--- src/rtl/cnt_pkg.sv ---
// Shared constants and readout-state type for the cascaded-count capture block.
package cnt_pkg;
  localparam int CNT_W  = 64;
  localparam int WORD_W = 16;
  localparam int NWORDS = CNT_W / WORD_W;

  typedef enum logic {IDLE, SEND} rd_state_t;

  function automatic logic [WORD_W-1:0] word_of(input logic [CNT_W-1:0] e, input logic [1:0] i);
    return e[WORD_W*int'(i) +: WORD_W];
  endfunction
endpackage

--- src/rtl/cnt_capture_fifo.sv ---
// Synchronous capture FIFO; exposes the head and the entry behind it so the
// serialiser can switch entries without a bubble.
module cnt_capture_fifo #(
  parameter int DEPTH = 4,
  parameter int W     = 64
) (
  input  logic                       clk,
  input  logic                       rst_n,
  input  logic                       wr_en,
  input  logic [W-1:0]               wr_data,
  input  logic                       rd_en,
  output logic [W-1:0]               head,
  output logic [W-1:0]               head_next,
  output logic                       full,
  output logic                       empty,
  output logic [$clog2(DEPTH):0]     level
);
  localparam int AW = $clog2(DEPTH);

  logic [W-1:0]  mem [DEPTH];
  logic [AW-1:0] wr_ptr, rd_ptr, rd_ptr_nxt;

  assign rd_ptr_nxt = rd_ptr + AW'(1);
  assign head       = mem[rd_ptr];
  assign head_next  = mem[rd_ptr_nxt];
  assign full       = (level == (AW+1)'(DEPTH));
  assign empty      = (level == '0);

  // Storage is not reset; validity is carried entirely by the pointers/level.
  always_ff @(posedge clk)
    if (wr_en) mem[wr_ptr] <= wr_data;

  always_ff @(posedge clk or negedge rst_n) begin
    if (!rst_n) begin
      wr_ptr <= '0;
      rd_ptr <= '0;
      level  <= '0;
    end else begin
      if (wr_en) wr_ptr <= wr_ptr + AW'(1);
      if (rd_en) rd_ptr <= rd_ptr_nxt;
      case ({wr_en, rd_en})
        2'b10:   level <= level + (AW+1)'(1);
        2'b01:   level <= level - (AW+1)'(1);
        default: level <= level;
      endcase
    end
  end
endmodule

--- src/rtl/cnt_capture.sv ---
// Captures the 64-bit cascaded count on trig and serialises each entry as four
// 16-bit words (LS first) over a valid/ready stream.
module cnt_capture
  import cnt_pkg::*;
#(
  parameter int DEPTH  = 4,
  parameter int WORD_W = 16
) (
  input  logic                    clk,
  input  logic                    rst_n,
  input  logic [63:0]             cnt,
  input  logic                    trig,
  input  logic                    clr_ovf,
  output logic [WORD_W-1:0]       dout,
  output logic                    dout_valid,
  input  logic                    dout_ready,
  output logic                    dout_last,
  output logic [$clog2(DEPTH):0]  level,
  output logic                    ovf
);
  rd_state_t        state;
  logic [1:0]       idx;
  logic [CNT_W-1:0] head, head_next;
  logic             full, empty, pop, free, wr, drop;

  // A full FIFO still accepts a capture when the head's last word leaves on the same edge.
  assign pop  = (state == SEND) && dout_ready && (idx == 2'd3);
  assign free = !full || pop;
  assign wr   = trig && free;
  assign drop = trig && !free;

  cnt_capture_fifo #(.DEPTH(DEPTH), .W(CNT_W)) u_fifo (
    .clk       (clk),
    .rst_n     (rst_n),
    .wr_en     (wr),
    .wr_data   (cnt),
    .rd_en     (pop),
    .head      (head),
    .head_next (head_next),
    .full      (full),
    .empty     (empty),
    .level     (level)
  );

  always_ff @(posedge clk or negedge rst_n) begin
    if (!rst_n) begin
      state      <= IDLE;
      idx        <= '0;
      dout       <= '0;
      dout_valid <= 1'b0;
      dout_last  <= 1'b0;
      ovf        <= 1'b0;
    end else begin
      if (drop)         ovf <= 1'b1;
      else if (clr_ovf) ovf <= 1'b0;

      case (state)
        IDLE: if (!empty) begin
          state      <= SEND;
          idx        <= 2'd0;
          dout       <= word_of(head, 2'd0);
          dout_valid <= 1'b1;
          dout_last  <= 1'b0;
        end
        SEND: if (dout_ready) begin
          if (idx != 2'd3) begin
            idx       <= idx + 2'd1;
            dout      <= word_of(head, idx + 2'd1);
            dout_last <= (idx == 2'd2);
          end else if (level > 1) begin
            idx       <= 2'd0;
            dout      <= word_of(head_next, 2'd0);
            dout_last <= 1'b0;
          end else begin
            state      <= IDLE;
            idx        <= 2'd0;
            dout_valid <= 1'b0;
            dout_last  <= 1'b0;
          end
        end
        default: state <= IDLE;
      endcase
    end
  end
endmodule
--- config.mk ---
export PLATFORM = sky130hd
export DESIGN_NAME = cnt_capture
export DESIGN_NICKNAME = d
export VERILOG_FILES = /design/src/rtl/cnt_pkg.sv /design/src/rtl/cnt_capture_fifo.sv /design/src/rtl/cnt_capture.sv
export SDC_FILE = /design/constraint.sdc
export NUM_CORES = 1
export LEC_CHECK = 0
export ABC_CLOCK_PERIOD_IN_PS = 3440
export BUFFER_PORTS_ARGS = -buffer_cell sky130_fd_sc_hd__buf_2
export CORE_MARGIN = 3
export CORE_UTILIZATION = 30
export DETAILED_ROUTE_END_ITERATION = 7
export PLACE_DENSITY = 0.56
export SKIP_CTS_REPAIR_TIMING = 1
export SLEW_MARGIN = 20
export SYNTH_ARGS = -nofsm -noshare
export SYNTH_HDL_FRONTEND = slang
export SYNTH_SLANG_ARGS = --single-unit
--- constraint.sdc ---
create_clock -name clk -period 3.44 [get_ports clk]
set_input_delay 0 -clock clk [delete_from_list [all_inputs] [get_ports clk]]
set_output_delay 0 -clock clk [all_outputs]
set_load 0.05 [all_outputs]
==> results.md <==
- Clock sinks: 285
- Syn Std Cell Area: ~12000 um^2
- Startpoint Class: flip-flop
- Syn nets: 867
- Nets: 1032
- CTS H-Tree Depth: 1
- Vias: 7339
- DRT iter0 DRCs: 636
- Reg2reg start: idx[0]$_DFFE_PN0P_
- Top cell type's share of synthesized area: 0.621
- Peak Freq: 364 MHz
- DRT antenna net count: 0
- Layout fillers: about 3800
- Worst r2r dst: u_fifo.mem[1][47]$_DFFE_PP_
- Core ar.: 40300 um^2
- Worst r2r path cells: 5
- Unrepaired setup endpoints after global routing: no
- Die height: 209 um
- Synth cell count leaders: edfxtp_1 (256), mux2i_1 (161), nand2_1 (38)
- Worst Setup SP: idx[0]$_DFFE_PN0P_
- Slowest cell on crit path: a31oi_1
- Gr usage total: 0.141
- Die Area: 43800 um^2
- Worst slew margin: 0.320
- Main synth FF type: edfxtp_1
- Pin count of the biggest net entering global routing: 65
- Total negative slack: 0 ns
- Max Slew Vio Count: 0
- Synth area leader: edfxtp_1
- CP cell instances: ha_1, nand3_1, a31oi_1, and2_4, buf_4
- Worst Hold Class: in -> async
- EDFF count, synth: 256
- Post-synthesis average cell area: 15.7 um^2
- Leak: 5.48 nW
- Worst Path Max Fanout: 21
- HPWL after DPL: 20.1 mm
- Layout area overhead: 22.5%
- Rows: 73
- Placer Congestion: between 0.7 and 0.8
- Layout cells sized above 1: 0.193
- Most frequent cell after synthesis: edfxtp_1
- Clk buf depth: 3
- Pwr dens: slightly below 900 nW/um^2
- Worst Tran Pin Value: between 1 and 1.5 ns
- Via-to-Cell Ratio: 4.88
- Initial antenna violation count: 2
- CP Capture Type: flip-flop
- Crit path to: u_fifo.mem[1][47]$_DFFE_PP_
- Vias in the first global route: ~7300
- Outcome: finished, final reports clean
- Area contributors post-synth: edfxtp_1 (62%), mux2i_1 (13%), dfrtp_1 (5.9%)
- CP peak stage delay: between 0.5 and 0.6 ns
- Endpoints failing hold: 0
- Fraction of registers with async set/reset: 0.102
- Post-synthesis register bit count: ~290
- First-pass GRT wire length: 46.9 mm
- Period Utilization, post-route: 0.799
- Die W: roughly 210 um
- Drc violations: 0
- CTS tree: built
- Sequential area share after synthesis: 0.679
- Worst Path Arrival: 2.98 ns
- CTS Root Cell: clkbuf_16
- DR pass1 iterations: 5
- Hold WS: 0.0608 ns
- Cells after synthesis: 787
- Worst Path Required: ~3.7 ns
- WL/cell: 20.9 um
- Worst clock skew: 0.0234 ns
- Max-cap violation count: 0
- Total grt overflow: 0
- Initial Util: 0.308
- IO buf count: 90
- Min Tclk post-route: 2.75 ns
- Setup CP Type: reg -> reg
- Number of endpoints failing setup at the final stage: 0
- IO Pins: between 90 and 100
- Clock-pin transition on the worst setup and hold timing paths: 0.06 ns
- Count of cell types in the netlist: 37
- Clock Latency Late Sink: between 0.5 and 0.6 ns
- Num CTS Buffers: 31
- Setup slack, reg-to-reg: 0.69 ns
- Synthesis Warnings: 0
- Worst vdd ir: a little over 400 uV
- Final wirelength: 31.4 mm
## report_power, final
part           total [W]  switching [W]  internal [W]
clock            0.00318        0.00134       0.00184
combinational    0.00513        0.00324       0.00189
sequential       0.00502       0.000397       0.00462
total             0.0133        0.00498       0.00835
## metrics by stage
stage / std cells / utilization / worst slack, ns / total power (W) / instance area [um^2]
final: 1503 / 0.377 / 0.693 / 0.0133 / 15200
after global routing: 1503 / 0.377 / 0.451 / 0.0141 / 15200
after CTS: 1432 / 0.359 / 0.663 / 0.0134 / 14500
after detailed placement: 1375 / 0.335 / 0.679 / 0.0102 / 13500
after global placement: 1375 / 0.335 / 0.829 / 0.0101 / 13500
after floorplan: 787 / - / 0.00661 / 0.00864 / 12400
## cells in the final DEF, fill, tap and decap left out, drive strengths merged, types with 17 or more instances in the layout
master | Yosys | final
a21oi | 17 | 17
clkbuf | 14 | 43
mux2i | 161 | 161
nor2 | 19 | 19
edfxtp | 256 | 256
nand2 | 38 | 38
dfrtp | 29 | 29
a22oi | 32 | 32
dlygate4sd3 | 0 | 69
o31ai | 17 | 17
nand3 | 34 | 34
buf | 38 | 115
a211oi | 32 | 32
o211ai | 17 | 17
## sequential cells by signal (all words and copies together) (netlist names)
| name | flops |
|---|---|
| u_fifo.rd_ptr | 2 |
| dout_last | 1 |
| u_fifo.mem | 256 |
| ovf | 1 |
| state | 1 |
| dout | 16 |
| u_fifo.wr_ptr | 2 |
| u_fifo.level | 3 |
| dout_valid | 1 |
| idx | 2 |
## critical path, delay by kind of cell (launching register included)
family | cells | cell delay (ns)
compound gates | 1 | 0.55
simple gates | 2 | 0.71
buf+inv | 1 | 0.36
fa+ha+maj | 1 | 0.30
flops | 1 | 0.48
## metal layers
metal	vias up	GRT usage	wire length, um	part of all wire
met2	209	0.220	14500	0.46
met3	51	0.0296	1680	0.054
li1	3430	-	-	-
met1	3649	0.192	14200	0.45
met4	0	0.0531	1010	0.032
met5	-	0	0	0
## layout make-up
type,count,area (um^2),area share
flip-flops and latches,285,8420,0.555
inverters,10,37.5,0.00247
diodes,2,5.00,0.000330
clock inverters,14,108,0.00709
repair buffers,184,1430,0.0942
clock buffers,43,871,0.0574
well taps,525,657,0.0433
multi-input cells,440,3650,0.240
## worst min path at each step
| stage | endpoint | cells past startpoint |
|---|---|---|
| floorplan | dout[0]$_DFFE_PN0P_ | 0 |
| global placement | ovf$_DFFE_PN0P_ | 1 |
| detailed placement | dout[8]$_DFFE_PN0P_ | 1 |
| CTS | ovf$_DFFE_PN0P_ | 1 |
| global route | u_fifo.rd_ptr[1]$_DFFE_PN0P_ | 2 |
| finish | u_fifo.rd_ptr[1]$_DFFE_PN0P_ | 2 |
## kinds of logic (layout without fill, tap and decap cells)
family	Yosys count	in the layout	synth area share
muxes	177	177	0.159
AOI/OAI and AO/OA	125	125	0.0716
buffers and inverters	62	251	0.0275
xor gates and xnor gates	6	6	0.00424
DFF	285	285	0.679
and+or+nand+nor	121	121	0.0473
other	0	2	0
adders and majority gates	11	11	0.0111
Power figures use the tool's default switching activity.
